==> src/rtl/keycard_spi_sequencer.sv <==
// keycard_spi_sequencer
// Frames one keycard instruction over a byte-wide SPI master link:
// 1 command byte, FRAME_DATA_BYTES payload bytes, then FRAME_DATA_BYTES
// 0x00 filler bytes. The reply to the filler bytes becomes o_Resp.
// Build option: define KEYCARD_SEQ_TIMEOUT_EN to add a watchdog that aborts
// a stalled frame with o_Err=2.
//
// Handshake: o_TX_DV pulses for one cycle with o_TX_Byte when i_TX_Ready was
// high and no byte is outstanding; that byte stays outstanding until the SPI
// master returns i_RX_DV. i_RX_DV with nothing outstanding is ignored.
// o_Dbg_State exposes the FSM state for checkers.
module keycard_spi_sequencer #(
   parameter int TIMEOUT_CLKS     = 4096,
   parameter int FRAME_DATA_BYTES = 16
) (
   input  logic         i_Clk,
   input  logic         i_Rst,
   input  logic         i_Cmd_Valid,
   input  logic [7:0]   i_Cmd,
   input  logic [127:0] i_Payload,
   output logic         o_Busy,
   output logic         o_Done,
   output logic [1:0]   o_Err,
   output logic [127:0] o_Resp,
   output logic [7:0]   o_TX_Byte,
   output logic         o_TX_DV,
   input  logic         i_TX_Ready,
   input  logic         i_RX_DV,
   input  logic [7:0]   i_RX_Byte,
   output logic [2:0]   o_Dbg_State
);

   typedef enum logic [2:0] {
      S_IDLE      = 3'd0,
      S_SEND_CMD  = 3'd1,
      S_SEND_DATA = 3'd2,
      S_RECV      = 3'd3,
      S_DONE      = 3'd4
   } state_t;

   localparam logic [5:0] LAST_DATA = 6'(FRAME_DATA_BYTES);
   localparam logic [5:0] LAST_BYTE = 6'(2 * FRAME_DATA_BYTES);

   state_t         state_q, state_d;
   logic [5:0]     cnt_q;
   logic           pend_q;
   logic [7:0]     cmd_q;
   logic [127:0]   payload_q;
   logic [1:0]     err_q;

   logic           cmd_legal, accept, active, active_d, rx_ok, issue, timeout_hit;
   logic           tx_dv_d, busy_d, done_d;
   logic [7:0]     tx_byte_d;
   logic [1:0]     err_out_d;

   assign cmd_legal   = (i_Cmd == 8'h10) || (i_Cmd == 8'h11) || (i_Cmd == 8'h12);
   assign accept      = (state_q == S_IDLE) && i_Cmd_Valid && !o_Busy;
   assign active      = (state_q == S_SEND_CMD) || (state_q == S_SEND_DATA) || (state_q == S_RECV);
   assign active_d    = (state_d == S_SEND_CMD) || (state_d == S_SEND_DATA) || (state_d == S_RECV);
   assign rx_ok       = active && pend_q && i_RX_DV;
   assign issue       = active && i_TX_Ready && !pend_q && !timeout_hit;
   assign o_Dbg_State = state_q;

`ifdef KEYCARD_SEQ_TIMEOUT_EN
   localparam int WD_W = $clog2(TIMEOUT_CLKS + 1);
   // The abort passes through the DONE state and the registered o_Done, and the
   // byte issued right after an i_RX_DV is not a counting cycle, so firing at
   // TIMEOUT_CLKS-4 puts o_Done exactly TIMEOUT_CLKS clocks after that i_RX_DV.
   localparam logic [WD_W-1:0] WD_LIMIT = WD_W'(TIMEOUT_CLKS - 4);
   logic [WD_W-1:0] wd_q;

   assign timeout_hit = active && (wd_q == WD_LIMIT);

   // Watchdog: restarts on acceptance and each returned byte, counts stalls.
   always_ff @(posedge i_Clk) begin
      if (i_Rst || accept || rx_ok)
         wd_q <= '0;
      else if (active && (pend_q || !i_TX_Ready))
         wd_q <= wd_q + 1'b1;
   end
`else
   assign timeout_hit = 1'b0;
`endif

   // State register.
   always_ff @(posedge i_Clk) begin
      if (i_Rst) state_q <= S_IDLE;
      else       state_q <= state_d;
   end

   // Next-state: byte counter value is the index of the outstanding byte.
   always_comb begin
      state_d = state_q;
      case (state_q)
         S_IDLE:      if (accept) state_d = cmd_legal ? S_SEND_CMD : S_DONE;
         S_SEND_CMD:  if (timeout_hit) state_d = S_DONE;
                      else if (rx_ok) state_d = S_SEND_DATA;
         S_SEND_DATA: if (timeout_hit) state_d = S_DONE;
                      else if (rx_ok && (cnt_q == LAST_DATA)) state_d = S_RECV;
         S_RECV:      if (timeout_hit) state_d = S_DONE;
                      else if (rx_ok && (cnt_q == LAST_BYTE)) state_d = S_DONE;
         S_DONE:      state_d = S_IDLE;
         default:     state_d = S_IDLE;
      endcase
   end

   // Output values for the next cycle, derived from the current state.
   always_comb begin
      tx_dv_d   = issue;
      tx_byte_d = 8'h00;
      case (state_q)
         S_SEND_CMD:  tx_byte_d = cmd_q;
         S_SEND_DATA: tx_byte_d = payload_q[127:120];
         default:     tx_byte_d = 8'h00;
      endcase
      busy_d    = (state_d != S_IDLE) || (state_q == S_DONE);
      done_d    = (state_q == S_DONE);
      err_out_d = done_d ? err_q : 2'd0;
   end

   // Registered outputs and frame datapath.
   always_ff @(posedge i_Clk) begin
      if (i_Rst) begin
         o_Busy    <= 1'b0;
         o_Done    <= 1'b0;
         o_Err     <= 2'd0;
         o_Resp    <= '0;
         o_TX_Byte <= 8'h00;
         o_TX_DV   <= 1'b0;
         cnt_q     <= 6'd0;
         pend_q    <= 1'b0;
         cmd_q     <= 8'h00;
         payload_q <= '0;
         err_q     <= 2'd0;
      end else begin
         o_TX_DV <= tx_dv_d;
         o_Busy  <= busy_d;
         o_Done  <= done_d;
         o_Err   <= err_out_d;
         if (issue) o_TX_Byte <= tx_byte_d;
         if (accept) begin
            cmd_q     <= i_Cmd;
            payload_q <= (i_Cmd == 8'h11) ? i_Payload : '0;
            cnt_q     <= 6'd0;
            err_q     <= cmd_legal ? 2'd0 : 2'd1;
         end
         if (issue && (state_q == S_SEND_DATA)) payload_q <= {payload_q[119:0], 8'h00};
         if (rx_ok) begin
            cnt_q <= cnt_q + 6'd1;
            if (state_q == S_RECV) o_Resp <= {o_Resp[119:0], i_RX_Byte};
         end
         if (timeout_hit) err_q <= 2'd2;
         pend_q <= active_d && (issue || (pend_q && !rx_ok));
      end
   end

endmodule

==> config.mk <==
export PLATFORM = sky130hd
export DESIGN_NAME = keycard_spi_sequencer
export DESIGN_NICKNAME = d
export VERILOG_FILES = /design/src/rtl/keycard_spi_sequencer.sv
export SDC_FILE = /design/constraint.sdc
export NUM_CORES = 1
export LEC_CHECK = 0
export BUFFER_PORTS_ARGS = -buffer_cell sky130_fd_sc_hd__buf_2
export CORE_MARGIN = 3
export CORE_UTILIZATION = 31
export CTS_CLUSTER_SIZE = 16
export DETAILED_ROUTE_END_ITERATION = 10
export SETUP_SLACK_MARGIN = 0.2
export SYNTH_ARGS = -nofsm -noshare
export SYNTH_HDL_FRONTEND = slang
export SYNTH_SLANG_ARGS = --single-unit
==> constraint.sdc <==
create_clock -name i_Clk -period 5.71 [get_ports i_Clk]
set_clock_uncertainty 0.05 [all_clocks]
set_input_delay 0.2855 -clock i_Clk [delete_from_list [all_inputs] [get_ports i_Clk]]
set_output_delay 0.2855 -clock i_Clk [all_outputs]
set_load 0.005 [all_outputs]
==> results.py <==
metrics = {
    "clock_network": {
        "cts_buffers": 34,
        "clkSlewWorstSetupHoldPaths_ps": 60,
        "clock_latency_ps": 500,
        "post_cts_resized": 0,
        "cts.htree.levels": 2,
        "cts_tree": "done",
        "clock_sinks": 287,
        "clockRootBuffer": "clkbuf_16",
        "clockBufferDepth": 3,
    },
    "grt": {
        "met3_usage": 0.04088,
        "grt_use_met1": 0.2296,
        "grt_antenna_before_repair": 1,
        "track_usage": 0.1736,
        "grt_busiest_layer": "met2",
        "grt_pass1_vias": 9482,
        "grt_pass1_wl_mm": 52.00,
        "overflow": 0,
        "grt_max_degree": 107,
        "met2_usage": 0.2868,
    },
    "sta": {
        "period_needed_ps": 3308,
        "worst_slew_pin_slew_ps": 1123,
        "post-route-period-util": 0.5794,
        "maxSlewHeadroom": 0.2516,
        "setup_viol": 0,
        "grt_setup_unrepaired": "no",
        "slew_viol_final": 0,
        "fmax_ghz": 0.3023,
        "hold_violations": 0,
        "fin_tns_setup_ps": 0,
        "setup_slack_ps": 2402,
    },
    "cells_and_area": {
        "layoutNonFillerInstCount": 2015,
        "diodes": 0,
        "drive_above_1_share": 0.2329,
        "fillers": 3228,
        "seqCellArea_um2": 5746,
        "multi_input_area_um2": 4442,
        "final_net_count": 1697,
        "area_growth_pct": 38.56,
    },
    "logic_synthesis": {
        "ys.flop_type": "dfxtp_1",
        "synth_simple_gate_area_frac": 0.1389,
        "syn_avg_cell_area_um2": 9.074,
        "ys_types": 40,
        "synth_mux_area_frac": 0.001988,
        "ys_async_sr_fraction": 0,
        "synthXorXnorAreaFrac": 0,
        "synth_area_um2": 10700,
        "synthCells": 1179,
        "synth_edf_count": 0,
        "yosys_register_bits": 287,
        "yosys.area_share.adder": 0.002339,
        "synth_fp_nets": 1330,
        "synth_top_family_by_area": "compound AO/OA/AOI/OAI gates",
        "seq_area_frac_synth": 0.5371,
        "synth_warnings": 0,
        "synth-compound-area-share": 0.2690,
    },
    "critical_path": {
        "cp-start-kind": "register",
        "cp.required_ps": 6070,
        "r2r_setup_slack_ps": 2400,
        "end_kind": "register",
        "crit_fanout": 66,
        "worstPathArrival_ps": 3670,
        "path_class": "register to register",
    },
    "floorplanning": {
        "fp.dieW_um": 191.8,
        "initial_core_util": 0.3167,
        "placementRows": 67,
        "ios": 293,
        "die_h_um": 191.8,
        "die-area_um2": 36770,
        "core_um2": 33780,
    },
    "routing": {
        "drc": 0,
        "drt_iter0_drc": 682,
        "viasPerCell": 4.981,
        "wl_mm": 33.95,
        "first_pass_iters": 5,
        "wire_per_inst_um": 16.85,
        "ant_nets": 0,
        "vias": 10036,
    },
    "status": {
        "status": "completed",
    },
    "min_path": {
        "hold_path_class": "input port to register",
    },
    "place": {
        "place.gp.congestion": 0.7751,
        "pre_cts_ws_ps": 2463,
        "place_inst": 1819,
        "dp_hpwl_mm": 21.59,
        "io_buffers": 291,
    },
    "power": {
        "ir_drop_mv": 0.2080,
        "p_leak_nw": 5.590,
        "power_density_nw_per_um2": 298.6,
        "total_power_w": 0.004426,
    },
    "run": {
        "max-cap-violations": 0,
    },
}
-- kinds of logic (layout without fill, tap and decap cells) --
| family | count (synthesis) | count (layout) |
|---|---|---|
| AO/OA/AOI/OAI | 412 | 412 |
| adder cells (fa/ha/maj) | 2 | 2 |
| buffers and inverters | 112 | 500 |
| flip-flops | 287 | 287 |
| multiplexers | 2 | 2 |
| other | 1 | 1 |
| AND/OR/NAND/NOR | 363 | 363 |
-- layer usage --
layer | vias to the layer above | routed length (um)
li1 | 4962 | -
met1 | 4695 | 14960
met2 | 336 | 15820
met3 | 41 | 2589
met4 | 2 | 572
met5 | - | 13
-- synthesized netlist by cell type (2+ instances only) --
cell / count / share of area
nor3_1: 2 / 0.00094
a22oi_1: 130 / 0.091
nor2b_1: 3 / 0.0018
ha_1: 2 / 0.0023
dfxtp_1: 287 / 0.54
inv_1: 2 / 0.00070
nand2b_1: 2 / 0.0012
nand3b_1: 3 / 0.0021
o2bb2ai_1: 120 / 0.098
nand2_1: 294 / 0.10
buf_2: 19 / 0.0089
nor2_1: 29 / 0.010
nand3_1: 11 / 0.0051
o21ai_1: 2 / 0.00094
buf_4: 3 / 0.0021
nor3b_1: 2 / 0.0014
a31oi_1: 8 / 0.0047
and3_1: 2 / 0.0012
nor4b_1: 3 / 0.0025
buf_6: 11 / 0.012
clkbuf_1: 77 / 0.027
a21oi_1: 146 / 0.068
and2_1: 4 / 0.0023
-- area by class of cell --
cell class	count	area share
Sequential cell	287	0.3876
Multi-Input combinational cell	780	0.2997
Timing Repair Buffer	441	0.1983
Clock buffer	43	0.06305
Tap cell	448	0.03782
Clock inverter	14	0.01308
Inverter	2	0.0005065
-- flip-flops by register name (all words and copies together), names as in the netlist --
signal	cells
err_q	1
o_Resp	128
cmd_q	8
o_Done	1
o_Busy	1
o_Err	1
o_TX_DV	1
pend_q	1
cnt_q	6
o_Dbg_State	3
payload_q	128
o_TX_Byte	8
-- power breakdown --
group / total [W] / internal, W / leakage, nW / switching (W)
Sequential: 0.00201 / 0.00201 / 2.31 / 0.00000495
Clock: 0.00218 / 0.00134 / 0.552 / 0.000843
Combinational: 0.000228 / 0.000114 / 2.73 / 0.000114
Total: 0.00443 / 0.00346 / 5.59 / 0.000962
-- per-stage QoR --
stage	hold slack (ps)	instance area, um2	util
global placement	388.3	12300	0.3642
global route	28.19	14820	0.4388
detailed placement	394.2	12300	0.3642
floorplan	352.4	10700	-
CTS	13.75	14820	0.4388
finish	39.60	14820	0.4388
-- cell usage in the layout, fill, tap and decap left out, types with 3 or more instances in the layout --
cell,instances
a31oi_1,8
o2bb2ai_1,120
nand3_1,11
clkbuf_1,4
dlygate4sd3_1,139
nor2_1,27
nor2b_1,3
a21oi_1,146
clkbuf_16,34
clkinv_2,5
and2_1,4
bufinv_16,4
dfxtp_1,287
clkbuf_8,6
a22oi_1,130
buf_4,11
nand3b_1,3
nand2_1,294
nor4b_1,3
buf_2,290
-- worst max-delay path, stage by stage, from the launching register on --
cell,delay [ps]
dfxtp_1,520
nor2_1,110
and3_4,380
or2_1,440
nor3_4,210
buf_4,520
buf_4,690
o2bb2ai_1,200
-- final timing paths --
check / start / endpoint / cells past startpoint
max: o_Dbg_State[2]$_SDFF_PP0_ / payload_q[86]$_SDFFE_PP0P_ / 7
min: i_Cmd[0] / cmd_q[0]$_SDFFE_PP0P_ / 3
max reg2reg: o_Dbg_State[2]$_SDFF_PP0_ / payload_q[86]$_SDFFE_PP0P_ / 7
min reg2reg: o_Resp[127]$_SDFFE_PP0P_ / o_Resp[127]$_SDFFE_PP0P_ / 2
-- timing repair --
| item | CTS | global route |
|---|---|---|
| hold buffers | 139 | 0 |
| buffers inserted | 0 | 0 |
| endpoints found under the hold margin | 139 | 0 |
No activity file was read; power rests on OpenSTA's default activity.
